==> config.mk <==
export PLATFORM = sky130hd
export DESIGN_NAME = address_mux
export DESIGN_NICKNAME = d
export VERILOG_FILES = /design/src/rtl/address_mux_pkg.sv /design/src/rtl/address_mux_align.sv /design/src/rtl/address_mux.sv
export SDC_FILE = /design/constraint.sdc
export NUM_CORES = 1
export LEC_CHECK = 0
export ABC_AREA = 0
export CAP_MARGIN = 10
export CORE_AREA = 2 2 39 41
export CTS_BUF_LIST = sky130_fd_sc_hd__clkbuf_8
export DETAILED_ROUTE_END_ITERATION = 8
export DIE_AREA = 0 0 41 43
export GPL_TIMING_DRIVEN = 0
export PLACE_DENSITY = 0.71
export SLEW_MARGIN = 25
export SYNTH_ARGS = -nofsm -noshare
export SYNTH_HDL_FRONTEND = slang
export SYNTH_HIERARCHICAL = 1
export SYNTH_SLANG_ARGS = --single-unit
==> constraint.sdc <==
create_clock -name clk -period 0.9 [get_ports clk]
set_input_delay 0.18 -clock clk [delete_from_list [all_inputs] [get_ports clk]]
set_output_delay 0.18 -clock clk [all_outputs]
set_load 0.1 [all_outputs]
==> src/rtl/address_mux_pkg.sv <==
// Core address package.
// Shared by the PC, ALU, memory-port and load/store blocks of the core:
//   CORE_ADDR_W   - core address width
//   addr_t        - address type sized by CORE_ADDR_W
//   ADDR_SRC_INST - memory-port source tag for instruction fetch
//   ADDR_SRC_OP   - memory-port source tag for load/store operand
package address_mux_pkg;

  localparam int CORE_ADDR_W = 5;

  typedef logic [CORE_ADDR_W-1:0] addr_t;

  localparam logic ADDR_SRC_INST = 1'b0;
  localparam logic ADDR_SRC_OP   = 1'b1;

endpackage

==> src/rtl/address_mux_align.sv <==
// addr_align_check: combinational alignment check.
// Flags an address whose low ALIGN_BITS bits are not all zero.
// Setting ALIGN_BITS to 0 disables the check, and the output is tied low.
// The load/store unit also uses this module.
// Ports:
//   addr_i       [WIDTH-1:0]  address under test
//   misaligned_o              1 = one or more low ALIGN_BITS bits are set
module addr_align_check #(
  parameter int WIDTH      = 5,
  parameter int ALIGN_BITS = 0
) (
  input  logic [WIDTH-1:0] addr_i,
  output logic             misaligned_o
);

  if (ALIGN_BITS >= WIDTH) begin : g_bad_align
    $error("addr_align_check: ALIGN_BITS must be < WIDTH");
  end

  if (ALIGN_BITS > 0) begin : g_chk
    assign misaligned_o = |addr_i[ALIGN_BITS-1:0];
  end else begin : g_nochk
    // The address is consumed only when the check is enabled.
    logic unused_addr;
    assign unused_addr  = ^addr_i;
    assign misaligned_o = 1'b0;
  end

endmodule

==> src/rtl/address_mux.sv <==
// address_mux: registered address selector for the shared I/D memory port.
// Each enabled cycle, it captures either the fetch address or the
// load/store operand address.
// Alongside the address, it registers three status outputs:
//   - a source tag,
//   - a one-cycle source-switch pulse,
//   - an alignment flag.
// Ports:
//   clk, rst_n   clock; synchronous active-low reset
//   en_i         1 = capture new selection, 0 = hold (src_switch drops)
//   sel_i        0 = inst_addr_i, 1 = op_addr_i
//   inst_addr_i  fetch address (PC)
//   op_addr_i    operand address (ALU result)
//   addr_next_o  combinational preview of the selected address
//   addr_o       registered memory address
//   addr_src_o   sel value that produced addr_o
//   src_switch_o pulse: source changed on the last update
//   misaligned_o registered alignment flag for addr_o
module address_mux
  import address_mux_pkg::*;
#(
  parameter int               WIDTH      = 5,
  parameter logic [WIDTH-1:0] RESET_ADDR = '0,
  parameter int               ALIGN_BITS = 0
) (
  input  logic             clk,
  input  logic             rst_n,
  input  logic             en_i,
  input  logic             sel_i,
  input  logic [WIDTH-1:0] inst_addr_i,
  input  logic [WIDTH-1:0] op_addr_i,
  output logic [WIDTH-1:0] addr_next_o,
  output logic [WIDTH-1:0] addr_o,
  output logic             addr_src_o,
  output logic             src_switch_o,
  output logic             misaligned_o
);

  logic [WIDTH-1:0] addr_d, addr_q;
  logic             src_d, src_q;
  logic             sw_d, sw_q;
  logic             mis_d, mis_q;
  logic             mis_next;

  assign addr_next_o = (sel_i == ADDR_SRC_OP) ? op_addr_i : inst_addr_i;

  addr_align_check #(
    .WIDTH      (WIDTH),
    .ALIGN_BITS (ALIGN_BITS)
  ) u_align (
    .addr_i       (addr_next_o),
    .misaligned_o (mis_next)
  );

  always_comb begin
    addr_d = addr_q;
    src_d  = src_q;
    mis_d  = mis_q;
    sw_d   = 1'b0;          // the pulse never survives a held cycle
    if (en_i) begin
      addr_d = addr_next_o;
      src_d  = sel_i;
      sw_d   = (sel_i != src_q);
      mis_d  = mis_next;
    end
  end

  always_ff @(posedge clk) begin
    if (!rst_n) begin
      addr_q <= RESET_ADDR;
      src_q  <= ADDR_SRC_INST;
      sw_q   <= 1'b0;
      mis_q  <= 1'b0;
    end else begin
      addr_q <= addr_d;
      src_q  <= src_d;
      sw_q   <= sw_d;
      mis_q  <= mis_d;
    end
  end

  assign addr_o       = addr_q;
  assign addr_src_o   = src_q;
  assign src_switch_o = sw_q;
  assign misaligned_o = mis_q;

endmodule

==> results.md <==
| Parameter | Reported | Unit |
|:---|:---|:---|
| Cell area after technology mapping | 389.1 | sq um |
| Clock edge transition at the registers on the reported setup and hold paths | 40 | ps |
| Status | finished with violations | - |
| Lkg Pwr | 0.0004141 | uW |
| Layer carrying the most global-route usage | met2 | - |
| Worst path slowest cell | sky130_fd_sc_hd__mux2_4 | - |
| Total number of yosys warnings | 6 | - |
| Hold buffers post-CTS | 0 | - |
| Post-synthesis to final-layout area growth | 112.5 | % |
| Overflow left after global routing | 0 | - |
| Max Clk Rate | 1031 | MHz |
| Final TNS setup | -493.9 | ps |
| Fraction of the core area covered by cells at the end of the flow | 0.5976 | - |
| Hold Fails Final Rpt | 0 | - |
| WP data required | 720 | ps |
| EDFF count, synth | 0 | - |
| # clock sinks | 8 | - |
| Number of diodes | 0 | - |
| Total CTS buffers | 3 | - |
| Dominant cell type by area after synthesis | sky130_fd_sc_hd__dfxtp_1 | - |
| Commonest cells in the synthesized netlist | 8 x sky130_fd_sc_hd__dfxtp_1, 5 x sky130_fd_sc_hd__mux2_4, 5 x sky130_fd_sc_hd__o21ai_0, 5 x sky130_fd_sc_hd__o21ba_1 | - |
| Routed length per placed instance | 11.42 | um |
| ANT nets after route | 0 | - |
| Row Count | 14 | - |
| Number of filler instances in the final layout | 123 | - |
| Final critical delay including setup and external delays | 970.0 | ps |
| Clock insertion delay at the later pin of the skew report | 230 | ps |
| GRT Util Overall | 0.1347 | - |
| H-tree Lvls | 1 | - |
| Antenna violations before repair | 0 | - |
| Hold WS | 296.2 | ps |
| Data arrival time of the critical path | 790 | ps |
| Overall die height | 43 | um |
| TritonCTS clock tree | built | - |
| # setup viols final | 13 | - |
| Synth async-reset ratio | 0 | - |
| Maximum buffer depth of the clock tree | 2 | - |
| Post-synth top area share | 0.4116 | - |
| Via count of the routed design | 358 | - |
| Sequential area share after synthesis | 0.4116 | - |
| Biggest fanout along the worst timing path | 6 | - |
| Mean instance size in the synthesized netlist | 11.44 | sq um |
| Worst hold path type | in2reg | - |
| Routed wire length | 925 | um |
| Average vias per placed instance | 4.420 | - |
| Unrepaired setup endpoints after global routing | true | - |
| Worst Path Buf+Inv | 2 | - |
| Reported max-cap violation count | 0 | - |
| Max-slew violations | 0 | - |
| Kind of capture point of the worst setup path | output port | - |
| Worst setup path category | in2out | - |
| Top post-synthesis cells by area | sky130_fd_sc_hd__dfxtp_1 41%, sky130_fd_sc_hd__mux2_4 19%, sky130_fd_sc_hd__o21ba_1 13%, sky130_fd_sc_hd__o21ai_0 6.4%, sky130_fd_sc_hd__mux2i_1 5.1% | - |
| Met3 routing resource usage after global routing | 0.08377 | - |
| DIE AREA | 1763 | sq um |
| First drt pass iteration count | 2 | - |
| Violation count after the first detailed-routing iteration | 2 | - |
| Post-layout worst setup margin | -69.96 | ps |
| Worst-case clock skew | 2.557 | ps |
| Share of post-route cells with drive strength above 1 | 0.7077 | - |
| Cells along the critical path | buf_12 > mux2_4 > buf_12 | - |
| Failing checks | negative setup slack | - |
| Effective utilization at floorplan | 0.2812 | - |
| Most frequent cell on the critical path | sky130_fd_sc_hd__buf_12 | - |
| Number of design rule violations left after detail routing | 0 | - |
| Number of distinct library cells after synthesis | 13 | - |
| Core box area | 1384 | sq um |
| Setup Slack @ Placement | -1186 | ps |
| Cell family with most CP delay | multiplexers | - |
| Die outline width | 41 | um |
| Final net count | 81 | - |
| Cell count after synthesis | 34 | - |
| Leading register cell type out of synthesis | sky130_fd_sc_hd__dfxtp_1 | - |
| Worst stage delay on the critical path | 320 | ps |
| Clock root buffer | sky130_fd_sc_hd__clkbuf_8 | - |
| Power per cell area | 1783 | nW/um^2 |
| Weighted congestion reported at the end of routability-driven placement | 0.5617 | - |
| Final critical-path share of the clock period | 1.078 | - |
| Worst IR drop on VDD | 0.9375 | mV |
| Global-route wire length before repair | 1504 | um |
| Met1 GRT Util | 0.1387 | - |
| Count of buffers inserted at the top-level ports | 24 | - |
| Vias in the first global route | 364 | - |
| I/O Pins | 27 | - |
| Most used standard cell by instance count after synthesis | sky130_fd_sc_hd__dfxtp_1 | - |
| Critical path launch point type | input port | - |
| Largest net degree at the start of global routing | 10 | - |
| Grt met2 use | 0.2063 | - |
| Number of nets produced by synthesis | 48 | - |
| Flip-flop and latch count after synthesis | 8 | - |
[power by group]
group | internal, uW | leakage [uW] | total [uW] | switching (uW)
Sequential | 383 | 0.0000695 | 408 | 24.6
Clock | 290 | 0.0000216 | 429 | 139
Combinational | 256 | 0.000323 | 638 | 382
Total | 929 | 0.000414 | 1470 | 546
[worst reg2reg max path: stages, from the launching register on]
cell and delay, ps:
sky130_fd_sc_hd__dfxtp_4 350, sky130_fd_sc_hd__buf_6 110, sky130_fd_sc_hd__xor2_1 140, sky130_fd_sc_hd__and3_1 160
[layout make-up]
type	count	area [sq um]	area share
tap	16	20.02	0.02421
buffer	3	32.53	0.03933
sequential	8	175.2	0.2118
multi-input combinational	22	201.4	0.2436
inverter	1	3.754	0.004539
timing repair buffer	28	352.8	0.4266
clock buffer	3	41.29	0.04992
[metrics by stage]
stage	total power [uW]	instances	area, sq um
2_1_floorplan	804.6	34	412.9
3_3_place_gp	937.6	74	673.1
3_5_place_dp	942.8	74	673.1
4_1_cts	1473	79	823.3
5_1_grt	1541	81	827.0
6_report	1475	81	827.0
[state kept, by name, summed over array words and instances (netlist names)]
name	flops
addr_o	5
misaligned_o	1
addr_src_o	1
src_switch_o	1
[repair_timing]
| action | CTS | global route |
|---|---|---|
| cloned | 0 | 0 |
| gates resized for setup | 145 | 4 |
| endpoints found under the setup margin | 18 | 14 |
| buffers inserted | 2 | 2 |
[worst paths after layout]
kind                                   start             end  slack (ps)  cells past startpoint
worst max-delay path                   sel_i  addr_next_o[0]         -70                      3
worst min-delay path                    en_i    src_switch_o         300                      2
worst max register to register    addr_src_o    src_switch_o          30                      3
worst min register to register  misaligned_o    misaligned_o         540                      2
[cell usage in the layout, fill, tap and decap left out, types with 2 or more instances in the layout]
cell                       instances
sky130_fd_sc_hd__clkbuf_8          3
sky130_fd_sc_hd__dfxtp_4           2
sky130_fd_sc_hd__mux2_4            5
sky130_fd_sc_hd__o21ai_0           5
sky130_fd_sc_hd__o21ba_1           5
sky130_fd_sc_hd__buf_12           14
sky130_fd_sc_hd__buf_4             4
sky130_fd_sc_hd__mux2i_1           2
sky130_fd_sc_hd__clkbuf_2          3
sky130_fd_sc_hd__nor2b_1           2
sky130_fd_sc_hd__buf_2             8
sky130_fd_sc_hd__dfxtp_2           6
[cells by family after synthesis]
group / share of synthesized area
other: 0.009637
AO/OA/AOI/OAI: 0.1929
XOR/XNOR: 0.02251
AND/OR/NAND/NOR: 0.04824
multiplexers: 0.2444
flip-flops: 0.4116
buffers and inverters: 0.07072
[layer usage]
layer,vias to the layer above,part of all wire
li1,177,-
met1,162,0.39
met2,19,0.52
met3,0,0.089
met4,0,0
met5,-,0
No activity file was read; power rests on OpenSTA's default activity.
